<file path="config.mk">
export PLATFORM = sky130hd
export DESIGN_NAME = ram_read_streamer_flat
export DESIGN_NICKNAME = d
export VERILOG_FILES = /design/src/rtl/ram_read_streamer_if.sv /design/src/rtl/ram_read_streamer.sv /design/src/flat_wrapper.sv
export SDC_FILE = /design/constraint.sdc
export NUM_CORES = 1
export LEC_CHECK = 0
export ABC_AREA = 1
export BUFFER_PORTS_ARGS = -buffer_cell sky130_fd_sc_hd__buf_2
export CAP_MARGIN = 20
export CORE_UTILIZATION = 60
export CTS_CLUSTER_SIZE = 14
export DETAILED_ROUTE_END_ITERATION = 7
export GPL_TIMING_DRIVEN = 0
export PLACE_DENSITY = 0.84
export SLEW_MARGIN = 20
export SYNTH_ARGS = -nofsm -noshare
export SYNTH_HDL_FRONTEND = slang
export SYNTH_SLANG_ARGS = --single-unit
</file>
<file path="constraint.sdc">
create_clock -name clk -period 5.4 [get_ports clk]
set_input_delay 0 -clock clk [delete_from_list [all_inputs] [get_ports clk]]
set_output_delay 0 -clock clk [all_outputs]
set_load 0.005 [all_outputs]
</file>
<file path="src/rtl/ram_read_streamer_if.sv">
// Command, RAM read port and output stream bundle for ram_read_streamer.
interface ram_read_streamer_if #(
  parameter int AW = 16,
  parameter int DW = 16,
  parameter int LW = 16
);
  logic          cmd_valid;
  logic          cmd_ready;
  logic [AW-1:0] cmd_addr;
  logic [LW-1:0] cmd_len;
  logic [AW-1:0] ram_raddr;
  logic [DW-1:0] ram_dout;
  logic          out_valid;
  logic          out_ready;
  logic [DW-1:0] out_data;
  logic          out_last;
  logic          busy;
  logic          done;

  modport master (
    output cmd_valid, cmd_addr, cmd_len, ram_dout, out_ready,
    input  cmd_ready, ram_raddr, out_valid, out_data, out_last, busy, done
  );

  modport slave (
    input  cmd_valid, cmd_addr, cmd_len, ram_dout, out_ready,
    output cmd_ready, ram_raddr, out_valid, out_data, out_last, busy, done
  );
endinterface

</file>
<file path="src/rtl/ram_read_streamer.sv">
// Burst read sequencer for a 1-cycle-latency RAM; returning words are buffered
// in a small FIFO and presented as a valid/ready stream with a last flag.
//   state  | meaning
//   IDLE   | waiting for a command, cmd_ready high
//   READ   | issuing addresses while FIFO credit allows
//   DRAIN  | all addresses issued, waiting for the stream to empty
//   FINISH | one-cycle done pulse
module ram_read_streamer #(
  parameter int AW         = 16,
  parameter int DW         = 16,
  parameter int LW         = 16,
  parameter int FIFO_DEPTH = 4
) (
  input logic                clk,
  input logic                rst,
  ram_read_streamer_if.slave bus
);
  localparam int PW = $clog2(FIFO_DEPTH);
  localparam int CW = PW + 1;

  typedef enum logic [1:0] {S_IDLE, S_READ, S_DRAIN, S_FINISH} state_t;

  state_t        state, state_nxt;
  logic [AW-1:0] addr_q;
  logic [LW-1:0] remaining;
  logic          inflight, inflight_last;
  logic [DW:0]   fifo_mem [FIFO_DEPTH];
  logic [PW-1:0] wr_ptr, rd_ptr;
  logic [CW-1:0] count;
  logic          fifo_nempty, issue, issue_last, push, pop;

  // a read in flight already owns a FIFO slot, so a pop never earns credit early
  assign issue       = (state == S_READ) && ((count + CW'(inflight)) < CW'(FIFO_DEPTH));
  assign issue_last  = issue && (remaining == LW'(1));
  assign push        = inflight;
  assign fifo_nempty = (count != '0);
  assign pop         = fifo_nempty && bus.out_ready;

  assign bus.ram_raddr = addr_q;
  assign bus.out_valid = fifo_nempty;
  assign bus.out_data  = fifo_nempty ? fifo_mem[rd_ptr][DW-1:0] : '0;
  assign bus.out_last  = fifo_nempty && fifo_mem[rd_ptr][DW];

  always_ff @(posedge clk or posedge rst) begin
    if (rst) state <= S_IDLE;
    else     state <= state_nxt;
  end

  always_comb begin
    state_nxt = state;
    case (state)
      S_IDLE:   if (bus.cmd_valid) state_nxt = (bus.cmd_len == '0) ? S_FINISH : S_READ;
      S_READ:   if (issue_last) state_nxt = S_DRAIN;
      S_DRAIN:  if (!inflight && !fifo_nempty && !pop) state_nxt = S_FINISH;
      S_FINISH: state_nxt = S_IDLE;
      default:  state_nxt = S_IDLE;
    endcase
  end

  always_comb begin
    bus.cmd_ready = 1'b0;
    bus.busy      = 1'b0;
    bus.done      = 1'b0;
    case (state)
      S_IDLE:   bus.cmd_ready = 1'b1;
      S_FINISH: begin bus.busy = 1'b1; bus.done = 1'b1; end
      default:  bus.busy = 1'b1;
    endcase
  end

  always_ff @(posedge clk or posedge rst) begin
    if (rst) begin
      addr_q        <= '0;
      remaining     <= '0;
      inflight      <= 1'b0;
      inflight_last <= 1'b0;
    end else begin
      inflight      <= issue;
      inflight_last <= issue_last;
      if (state == S_IDLE && bus.cmd_valid) begin
        addr_q    <= bus.cmd_addr;
        remaining <= bus.cmd_len;
      end else if (issue) begin
        addr_q    <= addr_q + AW'(1);
        remaining <= remaining - LW'(1);
      end
    end
  end

  always_ff @(posedge clk) begin
    if (push) fifo_mem[wr_ptr] <= {inflight_last, bus.ram_dout};
  end

  always_ff @(posedge clk or posedge rst) begin
    if (rst) begin
      wr_ptr <= '0;
      rd_ptr <= '0;
      count  <= '0;
    end else begin
      if (push) wr_ptr <= wr_ptr + PW'(1);
      if (pop)  rd_ptr <= rd_ptr + PW'(1);
      case ({push, pop})
        2'b10:   count <= count + CW'(1);
        2'b01:   count <= count - CW'(1);
        default: count <= count;
      endcase
    end
  end
endmodule

</file>
<file path="src/flat_wrapper.sv">
// flat-port wrapper written by rule: the top's interface ports become plain ports
module ram_read_streamer_flat 
#(
  parameter int AW         = 16,
  parameter int DW         = 16,
  parameter int LW         = 16,
  parameter int FIFO_DEPTH = 4
)
  (clk, rst, bus_cmd_valid, bus_cmd_addr, bus_cmd_len, bus_ram_dout, bus_out_ready, bus_cmd_ready, bus_ram_raddr, bus_out_valid, bus_out_data, bus_out_last, bus_busy, bus_done);
  ram_read_streamer_if #(.AW(AW), .DW(DW), .LW(LW)) bus_i ();
  input logic clk;
  input logic rst;
  input wire logic [$bits(bus_i.cmd_valid)-1:0] bus_cmd_valid;
  input wire logic [$bits(bus_i.cmd_addr)-1:0] bus_cmd_addr;
  input wire logic [$bits(bus_i.cmd_len)-1:0] bus_cmd_len;
  input wire logic [$bits(bus_i.ram_dout)-1:0] bus_ram_dout;
  input wire logic [$bits(bus_i.out_ready)-1:0] bus_out_ready;
  output wire logic [$bits(bus_i.cmd_ready)-1:0] bus_cmd_ready;
  output wire logic [$bits(bus_i.ram_raddr)-1:0] bus_ram_raddr;
  output wire logic [$bits(bus_i.out_valid)-1:0] bus_out_valid;
  output wire logic [$bits(bus_i.out_data)-1:0] bus_out_data;
  output wire logic [$bits(bus_i.out_last)-1:0] bus_out_last;
  output wire logic [$bits(bus_i.busy)-1:0] bus_busy;
  output wire logic [$bits(bus_i.done)-1:0] bus_done;
  assign bus_i.cmd_valid = bus_cmd_valid;
  assign bus_i.cmd_addr = bus_cmd_addr;
  assign bus_i.cmd_len = bus_cmd_len;
  assign bus_i.ram_dout = bus_ram_dout;
  assign bus_i.out_ready = bus_out_ready;
  assign bus_cmd_ready = bus_i.cmd_ready;
  assign bus_ram_raddr = bus_i.ram_raddr;
  assign bus_out_valid = bus_i.out_valid;
  assign bus_out_data = bus_i.out_data;
  assign bus_out_last = bus_i.out_last;
  assign bus_busy = bus_i.busy;
  assign bus_done = bus_i.done;
  ram_read_streamer #(.AW(AW), .DW(DW), .LW(LW), .FIFO_DEPTH(FIFO_DEPTH)) u_core (.clk(clk), .rst(rst), .bus(bus_i));
endmodule
</file>
==> results of run 1 <==
[cell families (layout without fill, tap and decap cells)]
kind of cell / after synthesis / after routing / share of synthesized area, %
simple gates: 315 / 315 / 23.9
compound gates: 79 / 79 / 7.89
xor+xnor: 16 / 16 / 2.53
buf+inv: 77 / 231 / 6.33
flops: 111 / 111 / 56.3
fa+ha+maj: 13 / 13 / 3.07
[routing by layer]
layer / up-vias / routed length, um / global-route usage (%)
met4: 0 / 371 / 14.2
met3: 40 / 1330 / 4.94
met5: - / 0 / 0
li1: 2304 / - / -
met2: 305 / 7190 / 52.9
met1: 2339 / 5730 / 40.9
[layout make-up]
class	instances	area [um^2]	area share (%)
Buffer	19	128	1.87
Sequential cell	111	3120	45.6
Clock inverter	7	95.1	1.39
Multi-Input combinational cell	423	2070	30.2
Tap cell	108	135	1.98
Inverter	58	223	3.26
Timing Repair Buffer	138	951	13.9
Clock buffer	9	124	1.81
[registers in the layout, indices dropped and copies added (netlist names)]
signal                flops
u_core.count              3
u_core.fifo_mem          68
u_core.rd_ptr             2
u_core.inflight_last      1
u_core.remaining         16
u_core.wr_ptr             2
u_core.inflight           1
u_core.state              2
u_core.bus.ram_raddr     16
[final timing paths]
path | cells past startpoint | startpoint | slack (ns) | endpoint
worst min register to register | 0 | u_core.inflight_last | 0.52 | u_core.fifo_mem[3][16]
worst max register to register | 10 | u_core.count[0] | 3.37 | u_core.count[2]
max in group asynchronous | 4 | rst | 4.83 | u_core.remaining[14]
worst max-delay path | 6 | u_core.rd_ptr[0] | 3.29 | bus_out_data[11]
min in group asynchronous | 3 | rst | 0.10 | u_core.state[1]
worst min-delay path | 4 | bus_out_ready | 0.02 | u_core.rd_ptr[0]
[per-stage QoR]
stage | total power, mW | cell area [um^2] | utilization [%] | setup slack, ns
floorplan | 2.39 | 5540 | - | 3.60
global placement | 2.87 | 6110 | 69.1 | 3.44
detailed placement | 2.95 | 6130 | 69.3 | 3.37
CTS | 3.51 | 6840 | 77.3 | 3.31
global route | 3.80 | 6840 | 77.3 | 3.18
finish | 3.56 | 6840 | 77.3 | 3.29
[cell usage in the layout (no fill, tap or decap), types with 3 or more instances in the layout]
master         Yosys  final
buf_6              5      5
buf_2              6     94
nand4_1            6      6
xor2_1            15     15
ha_1              12     12
edfxtp_1          68     68
dlygate4sd3_1      0     49
o211ai_1           9      9
inv_1             54     53
nand3_1           46     46
nor3_1             5      5
clkbuf_1           4      4
dfrtp_1           43     43
nand2_1          130    130
clkbuf_8           0      9
inv_2              2      3
nor2_1           118    118
a21oi_1           19     19
buf_4              3      3
o21ai_0           44     44
[where the power goes]
part	total, mW	switching (mW)	internal [mW]
clock	0.544	0.315	0.229
combinational	1.69	1.06	0.629
sequential	1.32	0.183	1.14
[worst max-delay path: cells and delay by family (launching register included)]
kind	cells	cell delay (ns)
compound gates	2	0.43
flops	1	0.37
buf+inv	4	0.93
[repair_timing]
item | in CTS | in global routing
hold buffers | 49 | 0
hold endpoints to repair | 139 | 0
buffers inserted | 0 | 0
==> metrics.cfg, run 1 <==
[layout]
area_delta_synth_final_pct=23.6
antennaDiodeCount=0
drive_gt1_share_pct=17.5
final_nets=825
fin_cells=873
fill_cells=584

[cts]
root_buffer=clkbuf_8
clockBufferDepth=2
post_cts_resized=0
clock-sinks=111
clk_latency_ns=0.39
cts_buffers=9
htreeDepth=3
clkSlewWorstSetupHoldPaths_ns=0.11
cts_tree=built

[placed_design]
placed_cells=808
globalplace.congestion=0.932
dp.final_hpwl_um=9040
io_buffers=88

[floorplan]
io_pins=89
die_y_um=98.1
rows=34
core_area_mm2=0.00885
start_util_pct=62.6
design.die.area_mm2=0.00962
die_w_um=98.1

[timing]
rsz0062_at_grt=false
worstMarginPinSlew_ns=0.820
fin_setup_tns_ns=0
slew_headroom_pct=45.3
finalClockSkew_ns=0.0238
setup_viol_count_final=0
slew_viol_final=0
fin_crit_sh_pct=39.1
fmax_mhz=473
hold_viol_final=0
hold_ws_ns=0.0188
finalCriticalPeriod_ns=2.11

[hold_path]
min_path_type=in -> reg

[worst_setup_path]
crit_path_max_fanout=10
cp-start-kind=register
max_stage_delay_ns=0.46
arrival_ns=2.11
worstPathCellList=buf_2, inv_2, clkbuf_1, o21ai_0, a21oi_1, buf_2
cp_slowest_cell=clkbuf_1
required_ns=5.40
critPathKind=reg -> out
endpoint_kind=primary output
crit_top_cell=buf_2

[synthesis]
yosys.area.top_type_share_pct=36.9
ys_top_cells_by_area=edfxtp_1 (37%), dfrtp_1 (19%), nand2_1 (8.8%)
syn_inst=611
syn_area_mm2=0.00554
synthFlopType=edfxtp_1
synthMostInstantiatedCell=nand2_1
synth_edf_count=68
synthArstFlopShare_pct=38.7
yosys-top-cells-count=nand2_1 (130), nor2_1 (118), edfxtp_1 (68)
synth_cell_types=38
syn_nets=676
avgSynthCellArea_um2=9.06
ys_seq_elements=111
ys_warn_count=0
yosysTopAreaCell=edfxtp_1
synth-seq-area-share_pct=56.3

[flow_run]
maxCapViolations=0

[detailed_routing]
initialDrtViolationCount=471
postRouteAntennaNets=0
via_per_inst=5.71
vias=4988
avgRoutedWirePerCell_um=16.8
wl_um=14600
drcViolationCount=5
dr.pass1.iters=7

[outcome]
status=complete, but fails checks
violations=DRC

[power]
p_leak_nw=3.05
peakVddDrop_mv=0.298
power_density_mw_per_mm2=520

[grt]
grt_max_degree=34
first_global_vias=4946
grt_pass1_wl_um=23500
track_usage_pct=31.6
grt_remaining_overflow=0
antenna_found_initial=0

Note: power is estimated with default switching activity, not from simulation.
==> run 2, diff against run 1 <==
--- a/config.mk
+++ b/config.mk
@@ -8,11 +8,11 @@
 export ABC_AREA = 1
 export BUFFER_PORTS_ARGS = -buffer_cell sky130_fd_sc_hd__buf_2
 export CAP_MARGIN = 20
-export CORE_UTILIZATION = 60
+export CORE_UTILIZATION = 51
 export CTS_CLUSTER_SIZE = 14
 export DETAILED_ROUTE_END_ITERATION = 7
 export GPL_TIMING_DRIVEN = 0
-export PLACE_DENSITY = 0.84
+export PLACE_DENSITY = 0.76
 export SLEW_MARGIN = 20
 export SYNTH_ARGS = -nofsm -noshare
 export SYNTH_HDL_FRONTEND = slang
==> constraint.sdc (replaced) <==
create_clock -name clk -period 1.7 [get_ports clk]
set_input_delay 0 -clock clk [delete_from_list [all_inputs] [get_ports clk]]
set_output_delay 0 -clock clk [all_outputs]
set_load 0.005 [all_outputs]
==> run 2 against run 1 <==
Against the previous run: via count down 2.1%; sequential share of layout area down 2.5 points; design area up 5.7%; the run now ends clean; worst hold slack better by 0.17 ns; global-route usage down 6.8 points; count of clock-buffer cells in the layout up 1; power rose to 3.4 times the previous value; largest power group unchanged; final cell count up 5.7%; sequential power rose to 3.2 times the previous value; die area up 17%; critical endpoint is now u_core.count[2]; clock skew down 0.0075 ns; combinational power rose to 3.7 times the previous value.
==> metrics.cfg, run 2 (synthesis results as in run 1) <==
[grt]
grt_pass1_wl_um=21600  ; was 23,500 um
grt_max_degree=24  ; was 34
antenna_found_initial=0  ; unchanged
grt_remaining_overflow=0  ; unchanged
track_usage_pct=24.8  ; was 31.6%
first_global_vias=4704  ; was 4,946

[worst_setup_path]
crit_path_max_fanout=3  ; was 10
r2r_setup_slack_ns=0.02  ; was 3.37 ns
arrival_ns=1.94  ; was 2.11 ns
critPathKind=reg -> reg  ; was reg -> out
endpoint_kind=register  ; was primary output
cp_top_family=adder cells  ; was buffers and inverters
cp_slowest_cell=dfrtp_1  ; was clkbuf_1
required_ns=1.95  ; was 5.40 ns
crit_start=u_core.count[2]  ; was u_core.rd_ptr[0]
cp.depth=10  ; was 6
critical_path_buf_inv_count=3  ; was 4
timing.rr.end=u_core.count[2]  ; unchanged
rr_worst_depth=10  ; unchanged
worstPathCellList=inv_2, nand3_4, nand2_4, inv_4, ha_4, inv_4, fa_2, a21oi_2, o21ai_1, xor2_1  ; was buf_2, inv_2, clkbuf_1, o21ai_0, a21oi_1, buf_2
crit_top_cell=inv_4  ; was buf_2
endpoint=u_core.count[2]  ; was bus_out_data[11]
max_stage_delay_ns=0.38  ; was 0.46 ns
r2r-start=u_core.count[2]  ; was u_core.count[0]
cp-start-kind=register  ; unchanged

[cts]
cts_buffers=9  ; unchanged
htreeDepth=3  ; unchanged
clockBufferDepth=2  ; unchanged
clock-sinks=111  ; unchanged
clkSlewWorstSetupHoldPaths_ns=0.11  ; about the same
clk_latency_ns=0.38  ; was 0.39 ns
cts_tree=built  ; unchanged
root_buffer=clkbuf_8  ; unchanged

[detailed_routing]
drcViolationCount=0  ; was 5
avgRoutedWirePerCell_um=15.1  ; was 16.8 um
wl_met1_um=5850  ; was 5730 um
via_per_inst=5.29  ; was 5.71
postRouteAntennaNets=0  ; unchanged
routed-wl-met3_um=806  ; was 1330 um
wl_met2_um=7040  ; was 7190 um
dr.pass1.iters=5  ; was 7
initialDrtViolationCount=383  ; was 471
wl_um=14000  ; was 14,600 um
top_layer_used=met4  ; unchanged
vias=4883  ; was 4,988

[placed_design]
placed_area_mm2=0.00617  ; was 0.00613 mm^2
dp.final_hpwl_um=8790  ; was 9040 um
io_buffers=88  ; unchanged
placed_cells=836  ; was 808
globalplace.congestion=0.933  ; was 0.932

[power]
peakVddDrop_mv=0.777  ; was 0.298 mV
total_power_mw=12.0  ; was 3.56 mW
p_leak_nw=3.17  ; was 3.05 nW
power_density_mw_per_mm2=1660  ; was 520 mW/mm^2

[hold_path]
min_path_type=in -> async  ; was in -> reg

[layout]
antennaDiodeCount=0  ; unchanged
fin_cells=923  ; was 873
largest_register_ffs=68  ; unchanged
layout.cells.most_common_list=nand2_1 (128), nor2_1 (114), buf_2 (89)  ; was nand2_1 (130), nor2_1 (118), buf_2 (94)
finalInstanceArea_mm2=0.00723  ; was 0.00684 mm^2
area_delta_synth_final_pct=30.6  ; was 23.6%
regArea_mm2=0.00312  ; unchanged
multi_input_area_mm2=0.00215  ; was 0.00207 mm^2
final_common_cell=nand2_1  ; unchanged
final_nets=847  ; was 825
fill_cells=782  ; was 584
regMostFlops=u_core.fifo_mem  ; unchanged
drive_gt1_share_pct=22.7  ; was 17.5%

[timing]
setup_viol_count_final=0  ; unchanged
hold_viol_final=0  ; unchanged
fin_crit_sh_pct=99.0
slew_headroom_pct=49.3  ; was 45.3%
worstMarginPinSlew_ns=0.760  ; was 0.820 ns
finalCriticalPeriod_ns=1.68
slew_viol_final=0  ; unchanged
rsz0062_at_grt=true  ; was false
fmax_mhz=594
finalClockSkew_ns=0.0163  ; was 0.0238 ns

[floorplan]
die_y_um=106  ; was 98.1 um
rows=37  ; was 34
die_w_um=106  ; was 98.1 um
design.die.area_mm2=0.0113  ; was 0.00962 mm^2
start_util_pct=53.2  ; was 62.6%
io_pins=89  ; unchanged
core_area_mm2=0.0104  ; was 0.00885 mm^2

[outcome]
status=finished, final reports clean  ; was complete, but fails checks

[flow_run]
maxCapViolations=0  ; unchanged

[run 2: worst min path at each step]
stage | startpoint | to | cells after the start
floorplan | bus_ram_dout[0] | u_core.fifo_mem[0][0] | 0
global placement | bus_ram_dout[6] | u_core.fifo_mem[0][6] | 1
detailed placement | rst | u_core.rd_ptr[0] | 2
CTS | rst | u_core.remaining[9] | 3
global route | rst | u_core.bus.ram_raddr[12] | 3
finish | rst | u_core.bus.ram_raddr[10] | 3
[run 2: power by group]
group	internal [mW]	switching, mW
clock	0.695	0.909
sequential	3.62	0.571
combinational	2.62	3.56
[run 2: per-stage QoR]
step	hold WS (ns)	utilization, %	setup slack [ns]	setup TNS [ns]
4_1_cts	0.201	67.4	-0.00792	-0.00792
6_report	0.188	69.4	0.0176	0
5_1_grt	0.236	69.4	-0.0698	-0.219
3_3_place_gp	0.210	59.1	-0.125	-1.38
3_5_place_dp	0.0474	59.3	-0.168	-2.52
2_1_floorplan	0.0989	-	0.0234	0
[run 2: layout make-up]
type,instances,area share [%]
plain buffers,19,3.01
flip-flops and latches,111,43.1
inverters,58,3.44
multi-input cells,423,29.7
clock buffers,10,1.76
repair buffers,160,15.7
well taps,136,2.35
clock inverters,6,0.934
[run 2: repair_timing]
action / CTS / global route
setup buffers: 6 / 14
endpoints found under the setup margin: 44 / 95
gates resized for setup: 32 / 32
endpoints found under the hold margin: 117 / 0
pin swaps: 4 / 10
gates cloned: 0 / 0
hold buffers: 51 / 0
[run 2: worst min-delay path, delay by kind of cell]
family / cells / cell delay [ns]
buf+inv: 3 / 1.01
[run 2: routing by layer]
metal  global-route usage [%]  vias to the layer above
met2                     42.6                      209
met1                     31.8                     2291
li1                         -                     2351
met4                     9.33                        0
met5                        0                        -
met3                     3.74                       32
